--- config.mk ---
export PLATFORM = sky130hd
export DESIGN_NAME = morse_letter_buffer_flat
export DESIGN_NICKNAME = d
export VERILOG_FILES = /design/src/rtl/morse_letter_buffer_if.sv /design/src/rtl/morse_letter_buffer.sv /design/src/flat_wrapper.sv
export SDC_FILE = /design/constraint.sdc
export NUM_CORES = 1
export LEC_CHECK = 0
export ABC_CLOCK_PERIOD_IN_PS = 10300
export CORE_MARGIN = 10
export CORE_UTILIZATION = 55
export DETAILED_ROUTE_END_ITERATION = 12
export PLACE_DENSITY = 0.74
export SLEW_MARGIN = 20
export SYNTH_ARGS = -nofsm -noshare
export SYNTH_HDL_FRONTEND = slang
export SYNTH_SLANG_ARGS = --single-unit
export TNS_END_PERCENT = 5
--- constraint.sdc ---
create_clock -name clk -period 10.3 [get_ports clk]
set_input_delay 1.545 -clock clk [delete_from_list [all_inputs] [get_ports clk]]
set_output_delay 1.545 -clock clk [all_outputs]
set_load 0.02 [all_outputs]
--- src/rtl/morse_letter_buffer_if.sv ---
// Done/ack character handshake between the letter-forming stage (master)
// and the message buffer (slave).
interface morse_letter_buffer_if;
   localparam int unsigned CHAR_W = 5;

   logic [CHAR_W-1:0] char_in;
   logic              char_done;
   logic              char_ack;

   modport master (output char_in, output char_done, input char_ack);
   modport slave  (input char_in, input char_done, output char_ack);
endinterface

--- src/rtl/morse_letter_buffer.sv ---
// Circular message buffer for finished Morse characters, with a 4-character
// scrollable display window (newest on the right), backspace and clear.
module morse_letter_buffer #(
   parameter int unsigned DEPTH = 16,
   parameter int unsigned PTR_W = 4
) (
   input  logic                 clk,
   input  logic                 reset,
   morse_letter_buffer_if.slave ltr,
   input  logic                 clear,
   input  logic                 bksp,
   input  logic                 scroll_up,
   input  logic                 scroll_dn,
   output logic [4:0]           disp0,
   output logic [4:0]           disp1,
   output logic [4:0]           disp2,
   output logic [4:0]           disp3,
   output logic [PTR_W:0]       count,
   output logic                 full,
   output logic                 err
);
   localparam int unsigned CNT_W  = PTR_W + 1;
   localparam int unsigned CHAR_W = 5;
   localparam int unsigned WIN    = 4;
   localparam logic [CHAR_W-1:0] BLANK     = 5'd31;
   localparam logic [CHAR_W-1:0] FIRST_BAD = 5'd26;

   typedef enum logic {IDLE, ACK} state_t;

   state_t            state;
   logic [CHAR_W-1:0] mem [DEPTH];
   logic [PTR_W-1:0]  wr_ptr;
   logic [PTR_W-1:0]  offset;

   logic              capture_c;
   logic              valid_c;
   logic [CNT_W-1:0]  max_off_c;
   logic [CNT_W-1:0]  k_c    [WIN];
   logic [CHAR_W-1:0] disp_c [WIN];

   // A capture is deferred while clear or bksp owns the cycle.
   assign capture_c = (state == IDLE) && ltr.char_done && !clear && !bksp;
   assign valid_c   = ltr.char_in < FIRST_BAD;
   assign max_off_c = (count > CNT_W'(WIN)) ? count - CNT_W'(WIN) : '0;

   // Window slot i shows the entry (offset + i) positions back from the newest.
   always_comb begin
      for (int i = 0; i < WIN; i++) begin
         k_c[i]    = CNT_W'(offset) + CNT_W'(i);
         disp_c[i] = BLANK;
         if (k_c[i] < count) begin
            disp_c[i] = mem[wr_ptr - PTR_W'(1) - k_c[i][PTR_W-1:0]];
         end
      end
   end

   always_ff @(posedge clk) begin
      if (!reset && capture_c && valid_c) begin
         mem[wr_ptr] <= ltr.char_in;
      end
   end

   always_ff @(posedge clk) begin
      if (reset) begin
         state        <= IDLE;
         ltr.char_ack <= 1'b0;
         err          <= 1'b0;
         wr_ptr       <= '0;
         count        <= '0;
         full         <= 1'b0;
         offset       <= '0;
         disp0        <= BLANK;
         disp1        <= BLANK;
         disp2        <= BLANK;
         disp3        <= BLANK;
      end else begin
         err <= 1'b0;
         case (state)
            IDLE: begin
               if (capture_c) begin
                  state        <= ACK;
                  ltr.char_ack <= 1'b1;
                  err          <= !valid_c;
               end
            end
            ACK: begin
               if (!ltr.char_done) begin
                  state        <= IDLE;
                  ltr.char_ack <= 1'b0;
               end
            end
            default: begin
               state        <= IDLE;
               ltr.char_ack <= 1'b0;
            end
         endcase

         // Buffer update priority: clear > bksp > capture > scroll.
         if (clear) begin
            count  <= '0;
            wr_ptr <= '0;
            offset <= '0;
            full   <= 1'b0;
         end else if (bksp) begin
            if (count != '0) begin
               wr_ptr <= wr_ptr - PTR_W'(1);
               count  <= count - CNT_W'(1);
               full   <= 1'b0;
               offset <= '0;
            end
         end else if (capture_c) begin
            if (valid_c) begin
               wr_ptr <= wr_ptr + PTR_W'(1);
               if (count != CNT_W'(DEPTH)) begin
                  count <= count + CNT_W'(1);
               end
               full   <= (count >= CNT_W'(DEPTH - 1));
               offset <= '0;
            end
         end else if (scroll_up && !scroll_dn) begin
            if (CNT_W'(offset) < max_off_c) begin
               offset <= offset + PTR_W'(1);
            end
         end else if (scroll_dn && !scroll_up) begin
            if (offset != '0) begin
               offset <= offset - PTR_W'(1);
            end
         end

         disp0 <= disp_c[0];
         disp1 <= disp_c[1];
         disp2 <= disp_c[2];
         disp3 <= disp_c[3];
      end
   end
endmodule

--- src/flat_wrapper.sv ---
// flat-port wrapper written by rule: the top's interface ports become plain ports
module morse_letter_buffer_flat 
#(
   parameter int unsigned DEPTH = 16,
   parameter int unsigned PTR_W = 4
)
  (clk, reset, clear, bksp, scroll_up, scroll_dn, disp0, disp1, disp2, disp3, count, full, err, ltr_char_in, ltr_char_done, ltr_char_ack);
  morse_letter_buffer_if ltr_i ();
  input  logic clk;
  input  logic reset;
  input  logic clear;
  input  logic bksp;
  input  logic scroll_up;
  input  logic scroll_dn;
  output logic [4:0] disp0;
  output logic [4:0] disp1;
  output logic [4:0] disp2;
  output logic [4:0] disp3;
  output logic [PTR_W:0] count;
  output logic full;
  output logic err;
  input wire logic [$bits(ltr_i.char_in)-1:0] ltr_char_in;
  input wire logic [$bits(ltr_i.char_done)-1:0] ltr_char_done;
  output wire logic [$bits(ltr_i.char_ack)-1:0] ltr_char_ack;
  assign ltr_i.char_in = ltr_char_in;
  assign ltr_i.char_done = ltr_char_done;
  assign ltr_char_ack = ltr_i.char_ack;
  morse_letter_buffer #(.DEPTH(DEPTH), .PTR_W(PTR_W)) u_core (.clk(clk), .reset(reset), .ltr(ltr_i), .clear(clear), .bksp(bksp), .scroll_up(scroll_up), .scroll_dn(scroll_dn), .disp0(disp0), .disp1(disp1), .disp2(disp2), .disp3(disp3), .count(count), .full(full), .err(err));
endmodule
==> out/qor.csv, run 1 <==
metric;value;unit
required;10.59;ns
status;finished clean;
timing.final.ws_setup;6.470;ns
crit_fanout;18;
cp_slowest_cell;fa_1;
max_cap_violations;0;
switching_share;31.23;%
synth_xor_area_share;3.846;%
mostFrequentLayoutCell;edfxtp_1;
wire_per_inst;23.59;µm
port_buffers;39;
power_switching;509.8;µW
cts_tree;yes;
worstPathArrival;4.12;ns
num_antenna_cells;0;
grt_pass1_vias;5321;
finalNetCount;683;
critPathCaptureType;flip-flop;
synth.cell_area;7711;µm²
async_flop_share;0;%
synth.distinct_cells;54;
clk_latency;0.43;ns
die-width;138.4;µm
grt_max_degree;40;
finalCritPeriodShare;37.18;%
cts_resized;0;
irDropWorstVdd;151.5;µV
dr.pass1.iters;5;
clockBufferDepth;2;
final_cell_mix;edfxtp_1 (80), mux4_2 (66), mux2i_1 (54);
post_synth.cell_area_avg;13.25;µm²
post-route-drc-count;0;
fmax;261.1;MHz
clock_skew;0.009403;ns
yosysWarnings;0;
power_density;185.0;nW/µm²
worstMarginPinSlew;1.024;ns
wl;19130;µm
boundaryPins;40;
routabilityCongestion;0.9449;
finalInstanceArea;8822;µm²
antenna_left;0;
dieHeight;138.4;µm
drt_iter0_markers;368;
synth.largest_area_cell;edfxtp_1;
synth-simple-area-share;7.123;%
syn_nets;647;
path_class;flip-flop to flip-flop;
syn2layout_area_growth;14.41;%
syn_inst;582;
fin_setup_tns;0;ns
synth_fa_ha_area_share;9.184;%
intPower;1123;µW
crit_chain;inv_1, ha_1, inv_1, fa_1, mux4_2, mux2_2, nor3_1, mux2i_1;
synth_top_flop_cell;edfxtp_1;
rows;43;
drv_slew;0;
dieArea;19160;µm²
synth_edf_count;80;
layout-drive-gt1-share;22.35;%
grt_overflow;0;
initial_core_util;55.77;%
cts.sinks;117;
clkPwrFrac;34.7;%
grt_pass1_wl;30320;µm
hold_buffers;0;
power_frac_seq;32.5;%
crit_path_frequent_cell;inv_1;
setup_viol;0;
via_per_inst;6.409;
num_vias;5198;
p_leak;0.003356;µW
synth_compound_area_share;6.458;%
worstSetupStartpointType;flip-flop;
htreeDepth;4;
postCtsSetupBuffers;0;
synth_top_family_by_area;multiplexers;
cts-root-buf;clkbuf_16;
grt_usage;20.19;%
synth_top_area_share;31.15;%
numCtsBuffers;17;
slowest_delay;1.21;ns
p_comb_share;32.8;%
post-place-ws;6.050;ns
dp_hpwl;14520;µm
clkTransAtPathRegs;0.06;ns
hold_path_class;flip-flop to flip-flop;
rsz0062_at_grt;no;
antenna_found_initial;0;
slew_headroom;31.67;%
final-hold-violation-count;0;
core_area;13830;µm²
synthMuxAreaShare;29.35;%
synth_area_leaders;edfxtp_1 (31%), mux4_2 (19%), dfxtp_1 (9.6%);
fin_crit;3.830;ns
ys_ff_latch;117;
placed_area;8249;µm²
seq_area_frac_synth;40.76;%
layer usage:
| layer | vias up | track usage, % | wire length [µm] |
|---|---|---|---|
| met1 | 2547 | 24.09 | 7652 |
| met5 | - | 0 | 0 |
| met4 | 0 | 11.76 | 825 |
| li1 | 2332 | - | - |
| met3 | 46 | 7.295 | 1712 |
| met2 | 273 | 30.87 | 8938 |
final cells by class:
type,count,area [µm²]
Clock inverter,15,147.6
Timing Repair Buffer,46,442.9
Fill cell,992,5005
Clock buffer,17,425.4
Inverter,28,105.1
Tap cell,180,225.2
Multi-Input combinational cell,408,4333
Sequential cell,117,3143
logic make-up (layout without fill, tap and decap cells):
logic type	after synthesis	in the layout
xor gates and xnor gates	25	25
adders and majority gates	53	53
AOI/OAI and AO/OA	73	73
muxes	141	141
and+or+nand+nor	116	116
DFF	117	117
buffers and inverters	57	106
cell usage after synthesis (all sizes together) (13+ instances only):
cell type and n:
nand2 28, a21oi 19, mux2 21, ha 47
dfxtp 37, edfxtp 80, nor2 33, nor3 19
nand3 13, buf 22, inv 28, o21ai 17
mux2i 54, mux4 66
through the flow:
| step | hold slack (ns) | std cells | total power [µW] | utilization (%) |
|---|---|---|---|---|
| final | 0.4610 | 811 | 1633 | 63.80 |
| after global routing | 0.4951 | 811 | 1702 | 63.80 |
| after CTS | 0.4670 | 811 | 1642 | 63.80 |
| after detailed placement | 0.4549 | 779 | 1073 | 59.66 |
| after global placement | 0.4600 | 779 | 1063 | 59.66 |
| after floorplan | 0.4912 | 582 | 931.1 | - |
flip-flops by register name, summed over array words and instances, names as in the netlist:
name                 flops
u_core.state             1
u_core.disp1             5
u_core.err               1
u_core.ltr.char_ack      1
u_core.mem              80
u_core.offset            4
u_core.disp0             5
u_core.full              1
u_core.wr_ptr            4
u_core.disp2             5
u_core.disp3             5
u_core.count             5
worst max-delay path, delay by kind of cell (launching register included):
kind	cells	cell delay, ns
adder cells (fa/ha/maj)	2	1.63
flip-flops	1	0.61
buffers and inverters	2	0.42
multiplexers	3	0.85
AND/OR/NAND/NOR	1	0.20
power by group through the flow:
stage / logic [µW] / registers, µW / clock network, µW
floorplan: 377 / 554 / 0
global placement: 523 / 540 / 0
detailed placement: 532 / 541 / 0
CTS: 536 / 531 / 575
global route: 572 / 533 / 597
finish: 535 / 531 / 566
path summary, 6_finish.rpt:
kind	from	to	slack, ns	cells after the start
setup / recovery	u_core.offset[1]$_SDFFE_PP0P_	u_core.disp3[1]$_SDFF_PP1_	6.47	8
hold / removal	u_core.full$_SDFFE_PP0P_	u_core.full$_SDFFE_PP0P_	0.46	2
setup reg to reg	u_core.offset[1]$_SDFFE_PP0P_	u_core.disp3[1]$_SDFF_PP1_	6.47	8
hold reg to reg	u_core.full$_SDFFE_PP0P_	u_core.full$_SDFFE_PP0P_	0.46	2
Note: power is estimated with default switching activity, not from simulation.
==> inputs of run 2 (changes only) <==
--- a/config.mk
+++ b/config.mk
@@ -5,11 +5,11 @@
 export SDC_FILE = /design/constraint.sdc
 export NUM_CORES = 1
 export LEC_CHECK = 0
-export ABC_CLOCK_PERIOD_IN_PS = 10300
+export ABC_CLOCK_PERIOD_IN_PS = 3480
 export CORE_MARGIN = 10
 export CORE_UTILIZATION = 55
 export DETAILED_ROUTE_END_ITERATION = 12
-export PLACE_DENSITY = 0.74
+export PLACE_DENSITY = 0.77
 export SLEW_MARGIN = 20
 export SYNTH_ARGS = -nofsm -noshare
 export SYNTH_HDL_FRONTEND = slang
==> constraint.sdc (replaced) <==
create_clock -name clk -period 3.48 [get_ports clk]
set_input_delay 0.522 -clock clk [delete_from_list [all_inputs] [get_ports clk]]
set_output_delay 0.522 -clock clk [all_outputs]
set_load 0.02 [all_outputs]
==> run 2 against run 1 <==
Against the previous run:
- cell area grew 3.1%
- critical path depth is 2 higher
- clock skew up 0.0015 ns
- clock power grew to 3.5 times the previous value
- highest routed layer unchanged
- core utilization is 2.0 points higher
- sequential share of layout area decreased by 1.1 points
- non-clock buffer count is 17 higher
- routed wire length increased by 8.5%
- register-to-register slack worse by 6.3 ns
- largest power group unchanged
- first-iteration DRC count up 70%
- die area stayed put
==> out/qor.csv, run 2 (synthesized netlist as in run 1, its figures left out) <==
metric;value;unit
status;finished clean;
slowest_delay;0.51;ns
layout-drive-gt1-share;24.23;%
hold_path_class;flip-flop to flip-flop;
critPathCaptureType;flip-flop;
required;3.76;ns
clkTransAtPathRegs;0.06;ns
finalCritPeriodShare;96.05;%
fmax;299.2;MHz
mostFrequentLayoutCell;edfxtp_1;
crit_fanout;13;
initial_core_util;55.77;%
power_frac_seq;30.1;%
boundaryPins;40;
path_buf_inv;3;
cts_tree;yes;
worstSetupStartpointType;flip-flop;
slew_headroom;29.81;%
drv_slew;0;
irDropWorstVdd;523.9;µV
path_delay_family;multiplexers;
power_density;574.6;nW/µm²
fin_util;65.76;%
grt_usage;21.83;%
grt_overflow;0;
p_comb_share;32.0;%
wire_per_inst;25.07;µm
finalNetCount;700;
p_leak;0.003500;µW
final-hold-violation-count;0;
regMostFlops;u_core.mem;
cts-root-buf;clkbuf_16;
dieHeight;138.4;µm
cp_slowest_cell;mux4_2;
port_buffers;39;
max_cap_violations;0;
syn2layout_area_growth;17.91;%
hold_buffers;0;
multi_input_area;4340;µm²
clockBufferDepth;2;
dp_hpwl;15100;µm
clock_skew;0.01094;ns
drt_iter0_markers;627;
post-route-drc-count;0;
wl;20750;µm
post-place-ws;0.2177;ns
intPower;3714;µW
crit_chain;inv_1, ha_1, inv_1, fa_1, xor2_2, buf_12, mux4_2, mux2i_1, mux2_2, o211ai_1;
fin_setup_tns;0;ns
grt_pass1_wl;32660;µm
setup_viol;0;
num_vias;5369;
via_per_inst;6.484;
dr.pass1.iters;9;
fillers;965;
regArea;3143;µm²
worstPathArrival;3.63;ns
numCtsBuffers;17;
path_class;flip-flop to flip-flop;
rows;43;
power_switching;1510;µW
fin_crit;3.343;ns
grt_pass1_vias;5619;
clk_latency;0.43;ns
core_area;13830;µm²
largest_register_ffs;80;
dieArea;19160;µm²
crit_path_frequent_cell;inv_1;
routabilityCongestion;0.9594;
num_antenna_cells;0;
antenna_left;0;
htreeDepth;4;
worstMarginPinSlew;1.042;ns
switching_share;28.91;%
grt_max_degree;25;
clkPwrFrac;37.9;%
die-width;138.4;µm
final_cell_mix;edfxtp_1 (80), mux4_2 (66), mux2i_1 (54);
antenna_found_initial;0;
cts.sinks;117;
timing.final.ws_setup;0.1374;ns
==> run 2: changes by cell type in the layout (fill, tap and decap cells not counted), moves of 2 or more <==
cell       previous run  this run
buf_4                 7        20
inv_8                 2         0
buf_12                0         4
bufinv_16             1         6
clkinv_4              6         0
clkinv_1              1         3
==> run 2: worst min-delay path, cell delays in order, from the launching register on <==
cell	delay (ns)
dfxtp_1	0.32
nand2_1	0.06
a21oi_1	0.05
==> run 2: path summary, 6_finish.rpt <==
kind | startpoint | to | slack [ns] | cells after the start
max | u_core.wr_ptr[1]$_SDFFE_PP0P_ | u_core.disp2[4]$_SDFF_PP1_ | 0.14 | 10
min | u_core.full$_SDFFE_PP0P_ | u_core.full$_SDFFE_PP0P_ | 0.48 | 2
max reg2reg | u_core.wr_ptr[1]$_SDFFE_PP0P_ | u_core.disp2[4]$_SDFF_PP1_ | 0.14 | 10
min reg2reg | u_core.full$_SDFFE_PP0P_ | u_core.full$_SDFFE_PP0P_ | 0.48 | 2
==> run 2: area by class of cell <==
cell class	instances	area share (%)
Timing Repair Buffer	63	6.825
Inverter	28	1.156
Sequential cell	117	34.57
Tap cell	180	2.477
Clock buffer	18	4.720
Clock inverter	14	2.518
Multi-Input combinational cell	408	47.74
==> run 2: routing by layer <==
metal	routed length, µm	GRT usage, %
met5	0	0
met4	772	9.767
met3	1880	6.438
met2	10230	36.40
met1	7876	25.51
==> run 2: what timing repair did <==
item	in CTS	in global routing
buffers inserted	0	0
setup endpoints to repair	0	3
resized for setup	0	2
==> run 2: per-stage QoR <==
step | instances | hold WS, ns | instance area (µm²) | power [µW]
2_1_floorplan | 582 | 0.4912 | 7711 | 2756
3_3_place_gp | 796 | 0.4648 | 8427 | 3213
3_5_place_dp | 796 | 0.4770 | 8427 | 3244
4_1_cts | 828 | 0.4868 | 9085 | 5223
5_1_grt | 828 | 0.5260 | 9092 | 5400
6_report | 828 | 0.4789 | 9092 | 5224
==> run 2: power by group through the flow <==
stage	Sequential, µW	Combinational (µW)	Clock (µW)
floorplan	1640	1120	0
global placement	1600	1620	0
detailed placement	1600	1640	0
CTS	1570	1660	1990
global route	1580	1780	2040
finish	1570	1670	1980
==> inputs of run 3 (changes only) <==
--- a/config.mk
+++ b/config.mk
@@ -10,7 +10,7 @@
 export CORE_UTILIZATION = 55
 export DETAILED_ROUTE_END_ITERATION = 12
 export PLACE_DENSITY = 0.77
-export SLEW_MARGIN = 20
+export SLEW_MARGIN = 40
 export SYNTH_ARGS = -nofsm -noshare
 export SYNTH_HDL_FRONTEND = slang
 export SYNTH_SLANG_ARGS = --single-unit
==> run 3 against run 2 <==
Against the previous run:
- via count up 0.88%
- maximum frequency up 1.7%
- critical path type unchanged
- largest power group is now combinational cells
- worst setup slack better by 0.055 ns
==> out/qor.csv, run 3 (synthesized netlist as in run 1, its figures left out) <==
metric;value;unit
fin_setup_tns;0;ns
clockBufferDepth;2;
clkTransAtPathRegs;0.06;ns
cts_resized;0;
post-route-drc-count;0;
final-hold-violation-count;0;
clock_skew;0.009511;ns
power_density;545.0;nW/µm²
slowest_delay;0.52;ns
critPathCaptureType;flip-flop;
crit_fanout;13;
drt_iter0_markers;614;
finalCritPeriodShare;94.49;%
final_cell_mix;edfxtp_1 (80), mux4_2 (66), mux2i_1 (54);
htreeDepth;4;
syn2layout_area_growth;16.55;%
dr.pass1.iters;5;
rsz0062_at_grt;no;
num_antenna_cells;0;
die-width;138.4;µm
status;finished clean;
hold_path_class;flip-flop to flip-flop;
worstMarginPinSlew;0.8400;ns
cts_tree;yes;
dieArea;19160;µm²
grt_overflow;0;
core_area;13830;µm²
grt_max_degree;25;
grt_pass1_vias;5639;
irDropWorstVdd;456.3;µV
total_power;4898;µW
dp_hpwl;15070;µm
cts-root-buf;clkbuf_16;
numCtsBuffers;17;
path_delay_family;multiplexers;
antenna_found_initial;0;
path_buf_inv;3;
fin_crit;3.288;ns
worstPathArrival;3.57;ns
grt_usage;21.69;%
dieHeight;138.4;µm
wire_per_inst;24.88;µm
finalNetCount;700;
num_vias;5416;
cp_slowest_cell;mux4_2;
mostFrequentLayoutCell;edfxtp_1;
initial_core_util;55.77;%
regMostFlops;u_core.mem;
crit_chain;inv_1, ha_1, inv_1, fa_1, xor2_1, buf_12, mux4_2, mux2i_1, mux2_2, o211ai_1;
port_buffers;39;
setup_viol;0;
postCtsSetupBuffers;0;
antenna_left;0;
grt_pass1_wl;32290;µm
path_class;flip-flop to flip-flop;
worstSetupStartpointType;flip-flop;
fin_util;65.00;%
cts.sinks;117;
slew_headroom;43.41;%
clk_latency;0.42;ns
drv_slew;0;
fmax;304.1;MHz
hold_buffers;0;
rows;43;
routabilityCongestion;0.9594;
crit_path_frequent_cell;inv_1;
wl;20600;µm
largest_register_ffs;80;
via_per_inst;6.541;
required;3.76;ns
max_cap_violations;0;
boundaryPins;40;
layout-drive-gt1-share;24.69;%
p_leak;0.003459;µW
-- run 3: changes by cell type in the layout (fill, tap and decap cells not counted), sizes merged --
cell,before,now
bufinv,6,1
clkinv,4,9
clkbuf,18,17
inv,30,31
-- run 3: tightest hold or removal path, cell delays in order, from the launching register on --
cell and delay [ns]:
dfxtp_1 0.31, nand2_1 0.05, a21oi_1 0.05
-- run 3: report_power, final --
group / switching [µW] / internal [µW]
Combinational: 831 / 843
Sequential: 36.8 / 1530
Clock: 670 / 983
-- run 3: path summary, 6_finish.rpt --
kind                                       from                    endpoint  slack (ns)  cells after the start
hold reg to reg        u_core.full$_SDFFE_PP0P_    u_core.full$_SDFFE_PP0P_        0.47                      2
setup / recovery  u_core.wr_ptr[1]$_SDFFE_PP0P_  u_core.disp2[0]$_SDFF_PP1_        0.19                     10
hold / removal         u_core.full$_SDFFE_PP0P_    u_core.full$_SDFFE_PP0P_        0.47                      2
setup reg to reg  u_core.wr_ptr[1]$_SDFFE_PP0P_  u_core.disp2[0]$_SDFF_PP1_        0.19                     10
-- run 3: per-stage QoR --
stage / instances / hold WS (ns) / instance area, µm² / setup slack (ns)
5_1_grt: 828 / 0.5295 / 8987 / 0.003008
6_report: 828 / 0.4723 / 8987 / 0.1919
4_1_cts: 828 / 0.4831 / 8987 / 0.1879
3_5_place_dp: 796 / 0.4710 / 8431 / 0.2275
2_1_floorplan: 582 / 0.4912 / 7711 / 0.2419
3_3_place_gp: 796 / 0.4648 / 8427 / 0.2554
-- run 3: area by class of cell --
type,instances,area (µm²)
inverter,28,105.1
clock inverter,15,131.4
timing repair buffer,63,620.6
fill,978,4840
sequential,117,3143
clock buffer,17,425.4
multi-input combinational,408,4337
tap,180,225.2
-- run 3: layer usage --
layer	wire length [µm]	track usage (%)	share of wire, %	up-vias
met5	0	0	0	-
met4	863	11.32	4.2	0
met3	1745	6.164	8.5	65
met2	10170	36.19	49	293
met1	7826	24.82	38	2690
li1	-	-	-	2368
